`config.mk`:
```
export PLATFORM = sky130hd
export DESIGN_NAME = euler_update_unit
export DESIGN_NICKNAME = d
export VERILOG_FILES = /design/src/rtl/euler_update_unit.sv
export SDC_FILE = /design/constraint.sdc
export NUM_CORES = 1
export LEC_CHECK = 0
export BUFFER_PORTS_ARGS = -buffer_cell sky130_fd_sc_hd__buf_4
export CAP_MARGIN = 30
export CORE_MARGIN = 4
export CORE_UTILIZATION = 50
export CTS_CLUSTER_DIAMETER = 200
export DETAILED_ROUTE_END_ITERATION = 7
export GPL_TIMING_DRIVEN = 0
export PLACE_DENSITY_LB_ADDON = 0.08
export SLEW_MARGIN = 20
export SYNTH_ARGS = -nofsm -noshare
export SYNTH_HDL_FRONTEND = slang
export SYNTH_SLANG_ARGS = --single-unit
```
`constraint.sdc`:
```
create_clock -name clk -period 6.17 [get_ports clk]
set_input_delay 0.3085 -clock clk [delete_from_list [all_inputs] [get_ports clk]]
set_output_delay 0.3085 -clock clk [all_outputs]
set_load 0.005 [all_outputs]
```
`src/rtl/euler_update_unit.sv`:
```
// Explicit Euler step engine: out[i] = x[i] + ((h * f[i]) >>> FRAC_BITS) over a shared memory port.
// Define EULER_SATURATE_EN to clamp overflowing products/sums instead of wrapping them.
module euler_update_unit #(
   parameter int WORD_SIZE     = 16,
   parameter int ADDRESS_WIDTH = 4,
   parameter int FRAC_BITS     = 7
) (
   input  logic                     clk,
   input  logic                     rst,
   input  logic                     start,
   input  logic [WORD_SIZE-1:0]     step_in,
   input  logic [WORD_SIZE-1:0]     n,
   input  logic [ADDRESS_WIDTH-1:0] x_base,
   input  logic [ADDRESS_WIDTH-1:0] f_base,
   input  logic [ADDRESS_WIDTH-1:0] out_base,
   input  logic [WORD_SIZE-1:0]     mem_rd_data,
   output logic [ADDRESS_WIDTH-1:0] mem_address,
   output logic [WORD_SIZE-1:0]     mem_wr_data,
   output logic                     mem_rd_en,
   output logic                     mem_wr_en,
   output logic                     busy,
   output logic                     done,
   output logic                     overflow
);

   localparam int PW = 2 * WORD_SIZE;
   localparam logic signed [WORD_SIZE-1:0] W_MAX = {1'b0, {(WORD_SIZE-1){1'b1}}};
   localparam logic signed [WORD_SIZE-1:0] W_MIN = {1'b1, {(WORD_SIZE-1){1'b0}}};

   typedef enum logic [2:0] {S_IDLE, S_RD_X, S_RD_F, S_MUL, S_WR, S_DONE} state_t;

   state_t                        r_state, w_state_next;
   logic signed [WORD_SIZE-1:0]   r_h, r_x, r_prod;
   logic [WORD_SIZE-1:0]          r_n, r_index;
   logic [ADDRESS_WIDTH-1:0]      r_x_base, r_f_base, r_out_base;
   logic                          r_overflow;

   logic signed [PW-1:0]          w_full, w_shift;
   logic                          w_prod_ovf, w_sum_ovf, w_last;
   logic signed [WORD_SIZE-1:0]   w_prod, w_sum;
   logic [WORD_SIZE:0]            w_sum_ext;
   logic [ADDRESS_WIDTH-1:0]      w_idx;

   assign w_idx  = r_index[ADDRESS_WIDTH-1:0];
   assign w_last = (r_index == r_n - 1'b1);

   // Product is formed straight from the returning f word so MUL needs no extra cycle.
   assign w_full     = PW'(r_h) * PW'($signed(mem_rd_data));
   assign w_shift    = w_full >>> FRAC_BITS;
   assign w_prod_ovf = (w_shift[PW-1:WORD_SIZE-1] != {(PW-WORD_SIZE+1){w_shift[PW-1]}});

   assign w_sum_ext  = {r_x[WORD_SIZE-1], r_x} + {r_prod[WORD_SIZE-1], r_prod};
   assign w_sum_ovf  = (w_sum_ext[WORD_SIZE] != w_sum_ext[WORD_SIZE-1]);

`ifdef EULER_SATURATE_EN
   assign w_prod = w_prod_ovf ? (w_shift[PW-1] ? W_MIN : W_MAX) : w_shift[WORD_SIZE-1:0];
   assign w_sum  = w_sum_ovf ? (w_sum_ext[WORD_SIZE] ? W_MIN : W_MAX) : w_sum_ext[WORD_SIZE-1:0];
`else
   assign w_prod = w_shift[WORD_SIZE-1:0];
   assign w_sum  = w_sum_ext[WORD_SIZE-1:0];
`endif

   // NOTE: sequential state uses non-blocking assignments so every register samples pre-edge values.
   always_ff @(posedge clk) begin
      if (rst) r_state <= S_IDLE;
      else     r_state <= w_state_next;
   end

   always_ff @(posedge clk) begin
      if (rst) begin
         r_h        <= '0;
         r_n        <= '0;
         r_x        <= '0;
         r_prod     <= '0;
         r_index    <= '0;
         r_x_base   <= '0;
         r_f_base   <= '0;
         r_out_base <= '0;
         r_overflow <= 1'b0;
      end else begin
         case (r_state)
            S_IDLE: if (start) begin
               r_overflow <= 1'b0;
               if (n != '0) begin
                  r_h        <= $signed(step_in);
                  r_n        <= n;
                  r_x_base   <= x_base;
                  r_f_base   <= f_base;
                  r_out_base <= out_base;
                  r_index    <= '0;
               end
            end
            S_RD_F: r_x <= $signed(mem_rd_data);
            S_MUL: begin
               r_prod <= w_prod;
               if (w_prod_ovf) r_overflow <= 1'b1;
            end
            S_WR: begin
               if (w_sum_ovf) r_overflow <= 1'b1;
               if (!w_last)   r_index <= r_index + 1'b1;
            end
            default: ;
         endcase
      end
   end

   // NOTE: every output of this block is defaulted first so no path can infer a latch.
   always_comb begin
      w_state_next = r_state;
      mem_address  = '0;
      mem_wr_data  = '0;
      mem_rd_en    = 1'b0;
      mem_wr_en    = 1'b0;
      busy         = (r_state != S_IDLE);
      done         = 1'b0;
      case (r_state)
         S_IDLE: if (start) w_state_next = (n != '0) ? S_RD_X : S_DONE;
         S_RD_X: begin
            mem_address  = r_x_base + w_idx;
            mem_rd_en    = 1'b1;
            w_state_next = S_RD_F;
         end
         S_RD_F: begin
            mem_address  = r_f_base + w_idx;
            mem_rd_en    = 1'b1;
            w_state_next = S_MUL;
         end
         S_MUL: w_state_next = S_WR;
         S_WR: begin
            mem_address  = r_out_base + w_idx;
            mem_wr_data  = w_sum;
            mem_wr_en    = 1'b1;
            w_state_next = w_last ? S_DONE : S_RD_X;
         end
         S_DONE: begin
            done         = 1'b1;
            w_state_next = S_IDLE;
         end
         default: w_state_next = S_IDLE;
      endcase
   end

   assign overflow = r_overflow;

endmodule
```
Yosys cells after proc, flatten, opt, wreduce, memory -nomap -nowiden. Index checks and enable logic that the tools add are counted.

Logic and storage cells: 56. Memory bits (writable): 0. Register bits after elaboration: 96. Memories kept: 0. Input port bits: 63. Latch bits: 0. Bits in read-only memories: 0.

Multiply operators: 1. Reductions and logical operators: 9. Mux-type cells: 17. Add/sub/neg operators: 6. Shifts and indexed selects: 0. Eq/ne operators: 13. Bitwise logic cells: 0. Order comparisons: 0. Divide/modulo/power cells: 0.

Operators with widths (number): $mux 16 (4); $mul 16x16->32 (1); $pmux 16 s2 (1); $add 16x16->17 (1); $add 16x1->16 const B (1); $eq 16x16->1 (1); $reduce_bool 16->1 (1); $sub 16x1->16 const B (1); $pmux 3 s5 (1); $add 4x4->4 (3); $pmux 4 s3 (1); $ne 2x2->1 const B (5); $mux 3 (3); $ne 9x9->1 (1); $reduce_and 4->1 (2); $eq 3x2->1 const B (2); $eq 3x3->1 const B (2); $mux 1 (6); $reduce_bool 3->1 (2); $eq 3x1->1 const B (1); $logic_not 3->1 (1); $pmux 1 s3 (1); $reduce_and 3->1 (1); $reduce_bool 2->1 (1); other kinds (2) (2).

Logic depth before layout (Yosys ltp).
Depth after elaboration: 4. Depth in mapped cells: 26. Mapped depth without buffers: 23.

Worst setup path after synthesis. Ideal clock, no wire load.

Path kind: register to register. From: reg r_h[15]. To: reg r_overflow (netlist: overflow). Cell stages (with the launch flop): 25. Required time: 6.040 ns. Setup slack: -0.260 ns. Arrival time: 6.300 ns. Library setup time: 0.130 ns. Buffers on the path: 2. Path through: dfxtp_1 clkbuf_1 nand2_1 inv_1 fa_1 fa_1 inv_1 fa_1 fa_1 inv_1 fa_1 inv_1 fa_1 inv_1 ha_1 clkbuf_1 a21oi_1 inv_1 a21oi_1 o21ai_0 a221oi_1 xor2_1 o2111ai_1 nor4b_1 a211oi_1.

Cells in the longest elaborated chain, start to end: 4.

Ends and longest elaborated chain: start: declaration (RTL line 33) `logic signed [WORD_SIZE-1:0] r_h, r_x, r_prod;`; start signal: assignment (RTL line 85) `r_h <= $signed(step_in);`; $mul 16x16->32 (RTL line 48) `assign w_full = PW'(r_h) * PW'($signed(mem_rd_data));`; $ne 9x9->1 (RTL line 50) `assign w_prod_ovf = (w_shift[PW-1:WORD_SIZE-1] != {(PW-WORD_SIZE+1){w_shift[PW-1]}});`; $ne 2x2->1 (no source line); $reduce_and 4->1 (no source line); end signal: assignment (RTL line 79) `r_overflow <= 1'b0;`; end signal: assignment (RTL line 83) `r_overflow <= 1'b0;`; end signal: assignment (RTL line 96) `if (w_prod_ovf) r_overflow <= 1'b1;`; end: declaration (RTL line 36) `logic r_overflow;`.

No other way between the ends. A chain may end at the register's enable or synchronous reset.

Final worst setup path.
From: reg r_h[7]. To: reg r_overflow (netlist: overflow).

The elaborated chain is that of the path after synthesis.

==> impl_metrics.env <==
export IMPL_cts_hold_buffers=0
export IMPL_worst_path_largest_cell_delay_ns=0.56
export IMPL_worst_pin_slew_ns=0.6161
export IMPL_post_synth_top_count_cell="inv_1"
export IMPL_dr_pass1_iters=4
export IMPL_multi_input_comb_area_um2=11650
export IMPL_critical_path_endpoint="overflow$_SDFFE_PP0P_"
export IMPL_synth_area_um2=14710
export IMPL_hold_path_class="in -> reg"
export IMPL_rsz_0062_raised_after_global_routing="true"
export IMPL_groute_usage_overall_pct=26.21
export IMPL_clock_latency_ns=0.35
export IMPL_dp_worst_setup_slack_ns=-1.225
export IMPL_setup_viol=0
export IMPL_worst_setup_path_startpoint="r_h[7]$_SDFFE_PP0P_"
export IMPL_cts_made_buffers=9
export IMPL_rr_endpoint="overflow$_SDFFE_PP0P_"
export IMPL_timing_final_ws_setup_ns=0.02583
export IMPL_synth_top_cell_area_share_pct=35.79
export IMPL_route_detailed_vias_per_inst=5.278
export IMPL_startpoint_of_the_tightest_hold_check_path="step_in[4]"
export IMPL_synthArstFlopShare_pct=0
export IMPL_crit_top_cell="fa_2"
export IMPL_die_width_um=179.5
export IMPL_hpwl_um=33080
export IMPL_number_of_clock_sinks=96
export IMPL_maximum_buffer_depth_of_the_clock_tree=2
export IMPL_peakVddDrop_mv=0.2630
export IMPL_grt_overflow_total=0
export IMPL_wire_length_of_the_first_global_routing_pass_um=67350
export IMPL_min_clock_period_post_route_ns=6.144
export IMPL_area_of_the_die_um2=32230
export IMPL_finalNetCount=2266
export IMPL_finalHoldViolations=0
export IMPL_floorplan_initialDensity_pct=50.98
export IMPL_grt_max_degree=19
export IMPL_finalMaxSlewViolations=0
export IMPL_critical_path_cell_chain="clkbuf_16, and2_4, fa_1, inv_2, fa_2, fa_2, fa_1, inv_2, fa_2, fa_2, ha_4, and4_4, a31oi_4, o211ai_1, buf_4, a221oi_4, o311a_1, or2_4, o211ai_1, nor4b_2, a211oi_1"
export IMPL_tritoncts="done"
export IMPL_syn_inst=1709
export IMPL_max_cap_violations=0
export IMPL_fill_cells=2692
export IMPL_r2r_setup_slack_ns=0.03
export IMPL_leakage_power_total_nw=8.095
export IMPL_ctsRootBufferMaster="clkbuf_16"
export IMPL_fmax_mhz=162.8
export IMPL_iteration_0_drc_count_of_the_detailed_router=577
export IMPL_synth_fp_nets=2135
export IMPL_flow_area_growth_from_synthesis_pct=15.33
export IMPL_reg2reg_from="r_h[7]$_SDFFE_PP0P_"
export IMPL_drive_gt1_share_pct=13.77
export IMPL_cp_data_arrival_time_ns=6.41
export IMPL_totalPowerFinal_mw=5.500
export IMPL_place_gp_congestion=0.8918
export IMPL_finalWirelength_um=41730
export IMPL_route_antenna_remaining_nets=0
export IMPL_synth_common_cells="inv_1, nand2_1, fa_1"
export IMPL_wl_per_cell_um=18.71
export IMPL_postSynthAreaPerCell_um2=8.608
export IMPL_finClkSkew_ns=0.01103
export IMPL_powerDensity_nw_per_um2=324.2
export IMPL_yosysSeqAreaShare_pct=13.06
export IMPL_slew_headroom_pct=58.93
export IMPL_post_synth_main_area_contributors="fa_1, dfxtp_1, ha_1"
export IMPL_placement_io_buffers=84
export IMPL_fraction_of_the_cycle_the_final_worst_path_needs_pct=99.58
export IMPL_antenna_found_initial=3
export IMPL_final_hold_worst_slack_ns=0.1916
export IMPL_htree_levels=3
export IMPL_die_height_um=179.5
export IMPL_yosysWarningCount=0
export IMPL_critPathSlowestCell="fa_2"
export IMPL_drc=0
export IMPL_cts_clk_slew_worst_paths_ns=0.08
export IMPL_number_of_enable_flip_flop_cells_after_synthesis=0
export IMPL_ys_seq_elements=96
export IMPL_sequential_cell_area_um2=1979
export IMPL_io_pins=88
export IMPL_number_of_global_route_vias_before_repair=12376
export IMPL_critPathMaxFanout=4
export IMPL_worst_setup_path_end_kind="register"
export IMPL_startpoint_type="register"
export IMPL_netlist_cell_type_count=71
export IMPL_synthDominantAreaCellType="fa_1"
export IMPL_core_region_area_um2=28860
export IMPL_cp_required_ns=6.44
export IMPL_crit_type="reg -> reg"
export IMPL_r2r_worst_path_cells=21
export IMPL_via_count=11769
export IMPL_status="finished clean"
export IMPL_synth_flop_cell="dfxtp_1"
export IMPL_row_cnt=62
## state kept, by name, indices dropped and copies added, names as in the netlist
name / count
r_x_base: 4
r_f_base: 4
r_prod: 16
r_x: 16
r_n: 16
r_out_base: 4
overflow: 1
r_index: 16
r_state: 3
r_h: 16
## layout by cell type, fill, tap and decap left out, types with 11 or more instances in the layout
cell,netlist,final
a21o_1,19,19
a21oi_1,103,101
and2_1,126,123
buf_4,1,123
clkbuf_1,65,33
clkbuf_16,0,13
clkbuf_2,0,11
dfxtp_1,96,80
dfxtp_4,0,15
fa_1,263,254
ha_1,100,88
inv_1,299,291
nand2_1,276,272
nand2b_1,11,11
nand3_1,18,18
nand4_1,13,13
nor2_1,78,78
nor3_1,15,15
o21ai_0,20,18
xnor2_1,44,43
xor2_1,46,46
## worst min-delay path by stage
stage,endpoint,slack [ns],cells after the start
finish,r_h[4]$_SDFFE_PP0P_,0.19,3
global route,r_h[5]$_SDFFE_PP0P_,0.20,3
CTS,r_h[4]$_SDFFE_PP0P_,0.19,3
detailed placement,r_x_base[1]$_SDFFE_PP0P_,0.44,2
global placement,r_x_base[1]$_SDFFE_PP0P_,0.44,2
floorplan,r_x_base[1]$_SDFFE_PP0P_,0.43,2
## layout make-up
cell class              instances  area share, %
multi-input cells            1241          68.68
inverters                     300          6.637
diodes                          1        0.01475
well taps                     384          2.832
clock inverters                 7         0.3687
plain buffers                  69          2.987
repair buffers                123          5.487
clock buffers                   9          1.327
flip-flops and latches         96          11.67
## power by group
group / internal [mW] / switching, mW / leakage (nW)
clock: 0.283 / 0.261 / 0.144
combinational: 1.93 / 2.31 / 7.16
sequential: 0.661 / 0.0564 / 0.793
total: 2.87 / 2.63 / 8.09
## layer usage
metal	share of wire (%)	GRT usage (%)	wire, µm
met5	0	0	0
met3	6.0	3.678	2498
met1	45	36.78	18620
met2	47	43.10	19580
met4	2.5	6.980	1037
## cell families after synthesis
kind of cell,count (synthesis),synth area share (%)
adder cells (fa/ha/maj),363,44.29
AO/OA/AOI/OAI,188,7.867
flip-flops,96,13.06
buffers and inverters,372,9.653
AND/OR/NAND/NOR,595,19.41
multiplexers,5,0.3572
XOR/XNOR,90,5.358
## timing repair
item / in CTS / in global routing
resized for setup: 107 / 56
setup buffers: 28 / 12
pin swaps: 24 / 39
endpoints found under the setup margin: 9 / 2
## metrics by stage
| step | cells | utilization, % | setup TNS (ns) | cell area (µm²) |
|---|---|---|---|---|
| detailed placement | 2177 | 54.92 | -4.128 | 15850 |
| global placement | 2177 | 54.92 | -3.628 | 15850 |
| CTS | 2217 | 57.92 | 0 | 16710 |
| floorplan | 1709 | - | 0 | 14740 |
| finish | 2230 | 58.79 | 0 | 16970 |
| global route | 2229 | 58.78 | -0.2316 | 16960 |
## worst max-delay path, delay by kind of cell (launching register included)
kind,cells,cell delay (ns)
adder cells (fa/ha/maj),7,3.29
AND/OR/NAND/NOR,4,0.73
flip-flops,1,0.40
AO/OA/AOI/OAI,6,1.20
buffers and inverters,4,0.44
(Power assumes the default switching activity.)
